### src/rtl/lru_state_table.sv
// lru_state_table: per-set 8-way LRU age table with a one-stage access
// pipeline. On reset or flush an INIT sweep writes ages {7..0} (way i = i)
// to one set per cycle. An accepted request reads its set into the S1
// registers. The external age calculator returns the next ages, which are
// written back at the end of S1 when the request asked for an update.
// Optional feature: define LRU_BYPASS_EN to forward the calculator's next
// ages into the following S1 on a same-set hazard instead of stalling.
module lru_state_table #(
  parameter int SET_NUM = 16,
  parameter int IDX_W   = 4
) (
  input  logic             clk,
  input  logic             rst,
  input  logic             i_flush,
  input  logic             i_req_valid,
  output logic             o_req_ready,
  input  logic [IDX_W-1:0] i_req_set,
  input  logic             i_req_hit,
  input  logic [7:0]       i_req_hit_way_8,
  input  logic             i_req_update,
  output logic [7:0]       o_hit_way_8,
  output logic             o_hit_sig,
  output logic             o_lru_write_enable,
  output logic [2:0]       o_lru_buffer0,
  output logic [2:0]       o_lru_buffer1,
  output logic [2:0]       o_lru_buffer2,
  output logic [2:0]       o_lru_buffer3,
  output logic [2:0]       o_lru_buffer4,
  output logic [2:0]       o_lru_buffer5,
  output logic [2:0]       o_lru_buffer6,
  output logic [2:0]       o_lru_buffer7,
  input  logic [2:0]       i_lru_buffer_datain0,
  input  logic [2:0]       i_lru_buffer_datain1,
  input  logic [2:0]       i_lru_buffer_datain2,
  input  logic [2:0]       i_lru_buffer_datain3,
  input  logic [2:0]       i_lru_buffer_datain4,
  input  logic [2:0]       i_lru_buffer_datain5,
  input  logic [2:0]       i_lru_buffer_datain6,
  input  logic [2:0]       i_lru_buffer_datain7,
  input  logic [7:0]       i_lru_flag,
  output logic             o_resp_valid,
  output logic [7:0]       o_resp_victim_8,
  output logic             o_init_busy
);

  typedef enum logic {INIT, RUN} state_t;

  // Way i occupies bits [3*i +: 3]; the sweep value gives way i age i.
  localparam logic [23:0] INIT_AGES = {3'd7, 3'd6, 3'd5, 3'd4, 3'd3, 3'd2, 3'd1, 3'd0};

  state_t           state;
  logic [IDX_W-1:0] sweep_cnt;
  logic             s1_valid;
  logic [IDX_W-1:0] s1_set;
  logic [23:0]      ages_q;
  logic [23:0]      ages_mem [SET_NUM];
  logic [23:0]      datain_w;
  logic [23:0]      rd_ages;
  logic             hazard;
  logic             accept;
  logic             s1_write;

  assign datain_w = {i_lru_buffer_datain7, i_lru_buffer_datain6,
                     i_lru_buffer_datain5, i_lru_buffer_datain4,
                     i_lru_buffer_datain3, i_lru_buffer_datain2,
                     i_lru_buffer_datain1, i_lru_buffer_datain0};

  assign hazard   = s1_valid && o_lru_write_enable && (s1_set == i_req_set);
  assign accept   = i_req_valid && o_req_ready;
  assign s1_write = s1_valid && o_lru_write_enable && !i_flush;

  // Request acceptance: closed during INIT and flush; without bypass also
  // closed for one cycle while S1 is rewriting the requested set.
  always_comb begin
`ifdef LRU_BYPASS_EN
    o_req_ready = (state == RUN) && !i_flush;
`else
    o_req_ready = (state == RUN) && !i_flush && !hazard;
`endif
  end

  // Data captured at accept: array read, or the in-flight next ages when
  // the array copy of this set is about to be overwritten by S1.
  always_comb begin
    rd_ages = ages_mem[i_req_set];
`ifdef LRU_BYPASS_EN
    if (hazard) rd_ages = datain_w;
`endif
  end

  // Control FSM and S1 pipeline registers.
  always_ff @(posedge clk or negedge rst) begin
    if (!rst) begin
      state              <= INIT;
      sweep_cnt          <= '0;
      s1_valid           <= 1'b0;
      s1_set             <= '0;
      o_lru_write_enable <= 1'b0;
      o_hit_sig          <= 1'b0;
      o_hit_way_8        <= '0;
      ages_q             <= '0;
    end else if (i_flush) begin
      state              <= INIT;
      sweep_cnt          <= '0;
      s1_valid           <= 1'b0;
      o_lru_write_enable <= 1'b0;
    end else begin
      if (state == INIT) begin
        sweep_cnt <= sweep_cnt + 1'b1;
        if (sweep_cnt == IDX_W'(SET_NUM - 1)) state <= RUN;
      end
      s1_valid           <= accept;
      o_lru_write_enable <= accept && i_req_update;
      if (accept) begin
        s1_set      <= i_req_set;
        o_hit_sig   <= i_req_hit;
        o_hit_way_8 <= i_req_hit_way_8;
        ages_q      <= rd_ages;
      end
    end
  end

  // Age array write port: sweep initialisation or S1 write-back.
  always_ff @(posedge clk) begin
    if (state == INIT && !i_flush) begin
      ages_mem[sweep_cnt] <= INIT_AGES;
    end else if (s1_write) begin
      ages_mem[s1_set] <= datain_w;
    end
  end

  assign o_resp_valid    = s1_valid && !i_flush;
  assign o_resp_victim_8 = s1_valid ? i_lru_flag : '0;
  assign o_init_busy     = (state == INIT);

  assign o_lru_buffer0 = ages_q[2:0];
  assign o_lru_buffer1 = ages_q[5:3];
  assign o_lru_buffer2 = ages_q[8:6];
  assign o_lru_buffer3 = ages_q[11:9];
  assign o_lru_buffer4 = ages_q[14:12];
  assign o_lru_buffer5 = ages_q[17:15];
  assign o_lru_buffer6 = ages_q[20:18];
  assign o_lru_buffer7 = ages_q[23:21];

endmodule

### config.mk
export PLATFORM = sky130hd
export DESIGN_NAME = lru_state_table
export DESIGN_NICKNAME = d
export VERILOG_FILES = /design/src/rtl/lru_state_table.sv
export SDC_FILE = /design/constraint.sdc
export NUM_CORES = 1
export LEC_CHECK = 0
export CAP_MARGIN = 30
export CORE_MARGIN = 1
export CORE_UTILIZATION = 35
export DETAILED_ROUTE_END_ITERATION = 7
export SYNTH_ARGS = -nofsm -noshare
export SYNTH_HDL_FRONTEND = slang
export SYNTH_SLANG_ARGS = --single-unit
### constraint.sdc
create_clock -name clk -period 5.7 [get_ports clk]
set_input_delay 1.14 -clock clk [delete_from_list [all_inputs] [get_ports clk]]
set_output_delay 1.14 -clock clk [all_outputs]
set_load 0.01 [all_outputs]
# --- Word level (Yosys, flattened, before mapping) ---
# Memories as Yosys holds them, arrays and structs flattened. A register that Yosys moved wholly into a read port is not among the register bits.
# Cells that the tools add are included.
classes:
  addsub: 1
  eq_ne: 3
  n_mux: 16
  n_bitwise: 2
  n_reduce_logical: 14
ops:
  columns: ["operator", "n"]
  rows:
  - ["24-bit 2-to-1 mux", 1]
  - ["24-bit OR reduction", 1]
  - ["4-bit 2-to-1 mux", 3]
  - ["1-bit 2-to-1 mux", 11]
  - ["1-bit logical AND", 9]
  - ["8-bit 2-to-1 mux", 1]
  - ["4-bit by 1-bit adder with 4-bit output, second input constant", 1]
  - ["4-bit == test", 1]
  - ["4-bit == test, second input constant", 1]
  - ["1-bit zero test", 3]
  - ["2-bit inequality test, second input constant", 1]
  - ["1-bit inverter", 2]
  - ["2-bit AND reduction", 1]
totals:
  regBits: 20
  mem_bits_rw: 384
  word_cells: 44
  memories: 1
memory_table:
  columns: ["name", "words", "width", "read_ports", "rd_clocked_by_memory_dff", "wr", "line_no", "source"]
  rows:
  - ["ages_mem", 16, 24, 1, 1, 1, "56", "logic [23:0] ages_mem [SET_NUM];"]

# --- Depth between registers and ports, before layout ---
# Gate-level depths: netlist (run 1).
logic_depth:
  word_depth: 7
  mapped_depth: 7

# --- Worst setup path after synthesis (run 1) ---
# Ideal clock, no wire load.
synth_path:
  kind: "input -> register"
  from: "in i_flush"
  to: "mem ages_mem[0][0], enable pin"
  setup_ns: 0.405
  arrival_ns: 3.235
  t_required_ns: 5.295
  slack_ns: 2.060
  cell_stages: 7
  path_cell_list: "clkbuf_1 > and4b_1 > buf_2 > clkbuf_1 > nor3_1 > a31oi_1 > nor2_1"
synth_via:
  elab_chain_len: 7
  word_cells_on_any_way: 11
  cone_classes: "7 x mux; 4 x reduce/logical"
synth_lines:
  columns: ["element", "line_no", "source"]
  rows:
  - ["start, declared", "14", "input logic i_flush,"]
  - ["1-bit zero test (*)", "70, 125", null]
  - ["1-bit logical AND", "70", "assign s1_write = s1_valid && o_lru_write_enable && !i_flush;"]
  - ["1-bit 2-to-1 mux", "127", "end else if (s1_write) begin"]
  - ["1-bit 2-to-1 mux", "125", "if (state == INIT && !i_flush) begin"]
  - ["1-bit 2-to-1 mux (not written as such)", "128", "ages_mem[s1_set] <= datain_w;"]
  - ["24-bit OR reduction (no line)", null, null]
  - ["4-bit 2-to-1 mux (no line) / 1-bit 2-to-1 mux (equally long branches)", null, null]
  - ["end, declared", "56", null]
# Every way passes the cells marked *; elsewhere a longest branch is shown, timed or not.

# --- Worst setup path in the final report (run 1) ---
layout_path:
  from: "in i_req_set[3]"
  to: "out o_req_ready"
layout_via:
  elab_chain_len: 4
layout_lines:
  columns: ["element", "line_no", "source"]
  rows:
  - ["start, declared", "17", "input logic [IDX_W-1:0] i_req_set,"]
  - ["4-bit == test", "68", "assign hazard = s1_valid && o_lru_write_enable && (s1_set == i_req_set);"]
  - ["1-bit logical AND", "68", null]
  - ["1-bit zero test", "78", "o_req_ready = (state == RUN) && !i_flush && !hazard;"]
  - ["1-bit logical AND", "78", null]
  - ["end, declared", "16", "output logic o_req_ready,"]
# Every way passes these cells.

==> flow_summary.json, run 1 <==
{
  "synth.distinct_cells": 31,
  "run_status": "complete, no violations",
  "clock.fmax_mhz": 249,
  "final_weighted_congestion_in_routability_driven_placement": 0.727,
  "min_period_ns": 4.01,
  "post-synth-top-area-fraction": 0.699,
  "cell_area_after_synthesis_um2": 16500,
  "globalRouteOverflowTotal": 0,
  "antenna-diode-count": 0,
  "detail-route-antenna-nets": 0,
  "initial_utilization": 0.354,
  "cap_viol_max_count": 0,
  "cts.clk_slew.worst_paths_ns": 0.06,
  "grt_pass1_wl_um": 52900,
  "total_of_flip_flops_plus_latches_after_synthesis": 428,
  "dieHeight_um": 219,
  "die_width_um": 219,
  "dp.final_hpwl_um": 20500,
  "reg2reg_setup_slack_ns": 2.47,
  "remaining_drc_errors": 0,
  "timing.clock.skew_ns": 0.0131,
  "syn-num-nets": 831,
  "dr.first_iter.drc_count": 548,
  "critPathMaxStageDelay_ns": 0.52,
  "crit_path_top_delay_cell": "sky130_fd_sc_hd__clkdlybuf4s50_1",
  "area_growth_from_synthesis_to_layout_pct": 19.1,
  "tritoncts": "done",
  "io_buffers": 94,
  "min_period_over_period": 0.704,
  "critPathMaxFanout": 6,
  "rsz0062_at_grt": "false",
  "die_area_um2": 48000,
  "core_area_um2": 46600,
  "setup_violating_endpoint_count_in_the_final_report": 0,
  "min_path_type": "reg -> reg",
  "grt_antenna_before_repair": 2,
  "h-tree-depth": 2,
  "r2r-start": "state",
  "synth_top_area_cell": "sky130_fd_sc_hd__edfxtp_1",
  "routed_wl_um": 34800,
  "slew_violations": 0,
  "critical_path.top_delay_family": "buffers and inverters",
  "via_count_of_the_first_global_routing_pass": 8391,
  "tritoncts_num_sinks": 428,
  "timing.hold.worst.start": "ages_q[6]",
  "post_synth.cell_area_avg_um2": 21.2,
  "cts.root.buffer_cell": "sky130_fd_sc_hd__clkbuf_16",
  "critical_path.endpoint_type": "output pin",
  "r2r.worst_path.cells": 5,
  "async_flop_share": 0.103,
  "cts-hold-fix-buffers": 0,
  "synthesis.instances": 780,
  "ys_top_cells_by_area": "sky130_fd_sc_hd__edfxtp_1 (70%), sky130_fd_sc_hd__mux4_2 (13%), sky130_fd_sc_hd__dfrtp_1 (6.7%)",
  "via_count": 7830,
  "power.density_nw_per_um2": 333,
  "hold_path_depth": 1,
  "post_synth_edffs": 384,
  "num_io_pins": 95,
  "cts-root-to-sink-buffers": 3,
  "post_layout_nonfiller_instances": 1544,
  "r2r-end": "ages_mem[4][3]",
  "report.final.hold_viol_count": 0,
  "synth_seq_area_share": 0.765,
  "cp_num_cells": 5,
  "synth_flop_cell": "sky130_fd_sc_hd__edfxtp_1",
  "crit_top_cell": "sky130_fd_sc_hd__clkdlybuf4s50_1",
  "timing_worst_slew_pin_value_ns": 0.931,
  "post_cts_resized": 0,
  "worst-endpoint-arrival_ns": 2.87,
  "setup_tns_ns": 0,
  "cp.required_ns": 4.56,
  "slew-limit-headroom": 0.378,
  "whs_endpoint": "ages_q[6]",
  "cp-start-kind": "primary input",
  "largest_net_degree_at_the_start_of_global_routing": 60,
  "postCtsSetupRepairBufs": 0,
  "leakagePower_nw": 6.38,
  "hold-worst-slack_ns": 0.500,
  "worst_setup_path_category": "in -> out",
  "total_power_w": 0.00654,
  "grtUsageTotal": 0.149,
  "dr.pass1.iters": 5,
  "yosys_warnings": 0,
  "routed_wire_length_per_instance_um": 22.6,
  "crit_buf_inv": 2,
  "avgViaCountPerCell": 5.07,
  "final_nets": 952,
  "final_layout_size_suffix_gt1_frac": 0.256,
  "rows": 79,
  "numCtsBuffers": 44,
  "critical_path_cell_by_cell": "clkdlybuf4s50_1 -> xor2_1 -> nor3_1 -> a31oi_1 -> clkdlybuf4s50_1",
  "clkLatencyLatePin_ns": 0.54,
  "max_vdd_drop_uv": 208,
  "placedCellCount": 1461
}
## flip-flops by register name, indices dropped and copies added, names as in the netlist
register            cells
ages_mem              384
ages_q                 24
o_hit_way_8             8
s1_set                  4
sweep_cnt               4
o_hit_sig               1
o_lru_write_enable      1
s1_valid                1
state                   1
## cell usage in the layout, fill, tap and decap left out, drive strengths merged, types with 2 or more instances in the layout
cell type      Yosys  layout
a31oi              5       5
clkinv             0      17
nor3b              2       2
nor2              22      22
a22oi             48      48
mux4              96      96
and2              22      22
clkbuf            22      57
clkdlybuf4s50      0      91
nor3               2       2
edfxtp           384     384
clkinvlp           0       2
inv                5       8
a21oi              3       3
buf               22      27
bufinv             0       4
nand2b            14      14
dfrtp             44      44
xnor2              2       2
nand2             29      29
mux2i              2       2
xor2               5       5
nor2b              4       4
mux2              38      38
nand4              2       2
## layer usage
metal  global-route usage  up-vias  wire length (um)
li1                     -     3433                 -
met1                0.200     4200             15300
met2                0.249      149             17400
met3               0.0308       44              1580
met4               0.0368        4               512
met5                    0        -                27
## area by class of cell
| class | instances | area, um^2 |
|---|---|---|
| Fill cell | 3984 | 26900 |
| Clock inverter | 26 | 239 |
| Inverter | 5 | 18.8 |
| Sequential cell | 428 | 12600 |
| Tap cell | 607 | 759 |
| Timing Repair Buffer | 119 | 1130 |
| Multi-Input combinational cell | 303 | 3710 |
| Clock buffer | 56 | 1170 |
## metrics by stage
step                cell area (um^2)  utilization  setup slack [ns]
finish                         19700        0.422              1.69
global route                   19700        0.422              1.51
CTS                            19700        0.422              1.60
detailed placement             18200        0.392              1.04
global placement               18200        0.392              1.13
floorplan                      16500            -              2.06
## synth_stat cells (2+ instances only)
master / instances
sky130_fd_sc_hd__edfxtp_1: 384
sky130_fd_sc_hd__mux4_2: 96
sky130_fd_sc_hd__a22oi_1: 48
sky130_fd_sc_hd__dfrtp_1: 44
sky130_fd_sc_hd__mux2_2: 32
sky130_fd_sc_hd__nand2_1: 29
sky130_fd_sc_hd__and2_1: 22
sky130_fd_sc_hd__clkbuf_1: 22
sky130_fd_sc_hd__nor2_1: 22
sky130_fd_sc_hd__buf_2: 14
sky130_fd_sc_hd__nand2b_1: 14
sky130_fd_sc_hd__buf_6: 7
sky130_fd_sc_hd__mux2_1: 6
sky130_fd_sc_hd__a31oi_1: 5
sky130_fd_sc_hd__inv_1: 5
sky130_fd_sc_hd__xor2_1: 5
sky130_fd_sc_hd__nor2b_1: 4
sky130_fd_sc_hd__a21oi_1: 3
sky130_fd_sc_hd__mux2i_1: 2
sky130_fd_sc_hd__nand4_1: 2
sky130_fd_sc_hd__nor3_1: 2
sky130_fd_sc_hd__nor3b_1: 2
sky130_fd_sc_hd__xnor2_1: 2
## power breakdown
group          switching, W  total (W)  internal (W)
Combinational      0.000148   0.000289      0.000140
Clock               0.00117    0.00281       0.00164
Sequential        0.0000184    0.00344       0.00342
Total               0.00134    0.00654       0.00520
## worst reg2reg max path: stages (launching register included)
cell and delay [ns]:
sky130_fd_sc_hd__dfrtp_1 0.54, sky130_fd_sc_hd__and4b_2 0.88, sky130_fd_sc_hd__mux2_2 0.33, sky130_fd_sc_hd__nand2_1 0.22, sky130_fd_sc_hd__nor2_2 0.61, sky130_fd_sc_hd__buf_4 0.35
## logic make-up (layout without fill, tap and decap cells)
logic type	after synthesis	after routing	share of synthesized area
mux	136	136	0.158
fa+ha+maj	1	1	0.000758
flops	428	428	0.765
buf+inv	49	206	0.0154
xor+xnor	7	7	0.00372
simple gates	102	102	0.0312
compound gates	57	57	0.0252
## how the worst max path moves through the flow
| stage | from | end |
|---|---|---|
| 6_report | i_req_set[3] | o_req_ready |
| 4_1_cts | i_flush | ages_mem[10][16] |
| 3_3_place_gp | i_flush | ages_mem[4][15] |
| 3_5_place_dp | i_flush | ages_mem[10][21] |
| 5_1_grt | i_flush | ages_mem[4][15] |
| 2_1_floorplan | i_flush | ages_mem[0][0] |
No activity file was read; power rests on OpenSTA's default activity.
==> run 2: changes to the inputs <==
Clock period 5.7 ns to 3.4 ns, I/O delays scaled along.
==> flow_summary.json, run 2 (same netlist as run 1, synthesis figures left out) <==
{
  "run_status": "complete, no violations",
  "setup_tns_ns": 0,
  "grt_antenna_before_repair": 0,
  "dp.final_hpwl_um": 21000,
  "dieHeight_um": 219,
  "min_path_type": "in -> async",
  "critical_path_cell_by_cell": "clkdlybuf4s50_1 -> xor2_1 -> nor3_1 -> a31oi_1 -> clkdlybuf4s50_1",
  "crit_path_top_delay_cell": "sky130_fd_sc_hd__clkdlybuf4s50_1",
  "largest_net_degree_at_the_start_of_global_routing": 98,
  "die_area_um2": 48000,
  "grt_util_met1": 0.210,
  "total_power_w": 0.0113,
  "report.final.hold_viol_count": 0,
  "remaining_drc_errors": 0,
  "tritoncts": "done",
  "cts.clk_slew.worst_paths_ns": 0.06,
  "routed_wire_length_per_instance_um": 22.9,
  "r2r-start": "state",
  "timing.clock.skew_ns": 0.0292,
  "cts.root.buffer_cell": "sky130_fd_sc_hd__clkbuf_16",
  "dr.pass1.iters": 5,
  "detail-route-antenna-nets": 0,
  "rsz0062_at_grt": "false",
  "crit_top_cell": "sky130_fd_sc_hd__clkdlybuf4s50_1",
  "routed_wl_um": 35800,
  "mostFrequentLayoutCell": "sky130_fd_sc_hd__edfxtp_1",
  "placedCellCount": 1481,
  "gr-max-usage-layer": "met2",
  "gr-usage-met3": 0.0254,
  "min_period_ns": 3.03,
  "worst-endpoint-arrival_ns": 2.35,
  "rows": 79,
  "post-route-cell-area_um2": 20000,
  "final_weighted_congestion_in_routability_driven_placement": 0.762,
  "post_cts_resized": 0,
  "clock.fmax_mhz": 330,
  "cts-hold-fix-buffers": 0,
  "via_count_of_the_first_global_routing_pass": 8268,
  "mostFrequentLayoutCells": "sky130_fd_sc_hd__edfxtp_1 (384), sky130_fd_sc_hd__mux4_2 (96), sky130_fd_sc_hd__clkdlybuf4s50_1 (91), sky130_fd_sc_hd__a22oi_1 (48)",
  "slew_violations": 0,
  "leakagePower_nw": 6.55,
  "io_buffers": 94,
  "critPathMaxFanout": 6,
  "area_growth_from_synthesis_to_layout_pct": 21.2,
  "h-tree-depth": 2,
  "globalRouteOverflowTotal": 0,
  "setup_violating_endpoint_count_in_the_final_report": 0,
  "r2r-end": "ages_mem[0][11]",
  "grtUsageTotal": 0.153,
  "clkLatencyLatePin_ns": 0.57,
  "critical_path.endpoint_type": "output pin",
  "avgViaCountPerCell": 5.02,
  "cts-root-to-sink-buffers": 3,
  "timing_worst_slew_pin_value_ns": 0.999,
  "power.density_nw_per_um2": 563,
  "cap_viol_max_count": 0,
  "dr.first_iter.drc_count": 542,
  "post_layout_nonfiller_instances": 1563,
  "min_period_over_period": 0.891,
  "worst_setup_path_category": "in -> out",
  "grtUsageMet2": 0.256,
  "via_count": 7844,
  "tritoncts_num_sinks": 428,
  "die_width_um": 219,
  "core_area_um2": 46600,
  "reg2reg_setup_slack_ns": 0.91,
  "slew-limit-headroom": 0.332,
  "largestRegisters": "ages_mem (384), ages_q (24), o_hit_way_8 (8)",
  "cp-start-kind": "primary input",
  "critPathMaxStageDelay_ns": 0.61,
  "initial_utilization": 0.354,
  "final_nets": 972,
  "grt_pass1_wl_um": 53700,
  "max_vdd_drop_uv": 328,
  "flip_flop_count_of_the_largest_register_all_copies_and_words_added": 384,
  "place_area_um2": 18500,
  "num_io_pins": 95,
  "postCtsSetupRepairBufs": 0,
  "final_layout_size_suffix_gt1_frac": 0.276,
  "r2r.worst_path.cells": 6,
  "cp.required_ns": 2.72,
  "regMostFlops": "ages_mem",
  "antenna-diode-count": 0,
  "crit_buf_inv": 2,
  "numCtsBuffers": 44,
  "critical_path.top_delay_family": "buffers and inverters"
}
run 2: cell types whose count changed in the layout (fill, tap and decap cells not counted):
| cell | delta |
|---|---|
| sky130_fd_sc_hd__clkinv_8 | +1 |
| sky130_fd_sc_hd__clkinv_2 | -2 |
| sky130_fd_sc_hd__inv_16 | +1 |
| sky130_fd_sc_hd__clkinv_4 | -1 |
| sky130_fd_sc_hd__clkbuf_8 | +6 |
| sky130_fd_sc_hd__buf_4 | +14 |
| sky130_fd_sc_hd__buf_12 | +7 |
| sky130_fd_sc_hd__inv_6 | -2 |
| sky130_fd_sc_hd__clkbuf_1 | -2 |
| sky130_fd_sc_hd__clkinv_1 | -3 |
| sky130_fd_sc_hd__bufinv_16 | +2 |
| sky130_fd_sc_hd__clkbuf_4 | -1 |
| sky130_fd_sc_hd__clkbuf_16 | -1 |
run 2: worst register-to-register path, delay by kind of cell, from the launching register on:
kind / cells / cell delay [ns]
flip-flops: 1 / 0.54
AND/OR/NAND/NOR: 3 / 0.84
multiplexers: 1 / 0.25
buffers and inverters: 2 / 0.53
run 2: how the worst max path moves through the flow:
stage	slack [ns]	depth (start not counted)	from	to
finish	0.37	5	i_req_set[2]	o_req_ready
global route	0.33	5	i_req_set[2]	o_req_ready
CTS	0.36	5	i_req_set[2]	o_req_ready
detailed placement	0.33	5	i_flush	ages_mem[7][7]
global placement	0.34	7	i_flush	ages_mem[0][6]
floorplan	0.22	7	i_flush	ages_mem[0][0]
run 2: stage by stage:
stage | worst slack (ns) | hold slack (ns) | utilization
floorplan | 0.220 | 0.384 | -
global placement | 0.338 | 0.474 | 0.397
detailed placement | 0.328 | 0.489 | 0.397
CTS | 0.355 | 0.0373 | 0.429
global route | 0.329 | 0.0479 | 0.429
finish | 0.370 | 0.0306 | 0.429
run 2: cell type report:
class,instances,area [um^2]
clock inverters,22,288
flip-flops and latches,428,12600
well taps,607,759
repair buffers,139,1370
inverters,5,18.8
fillers,3989,26600
multi-input cells,303,3710
clock buffers,59,1220
run 2: power by group:
group          total [W]  switching, W  internal, W
sequential       0.00577     0.0000306      0.00574
clock            0.00498       0.00200      0.00298
combinational   0.000508      0.000258     0.000250
total             0.0113       0.00229      0.00897
run 2: metal layers:
metal | wire length [um] | part of all wire
met1 | 16100 | 0.45
met2 | 17900 | 0.50
met3 | 1270 | 0.036
met4 | 577 | 0.016
met5 | 0 | 0
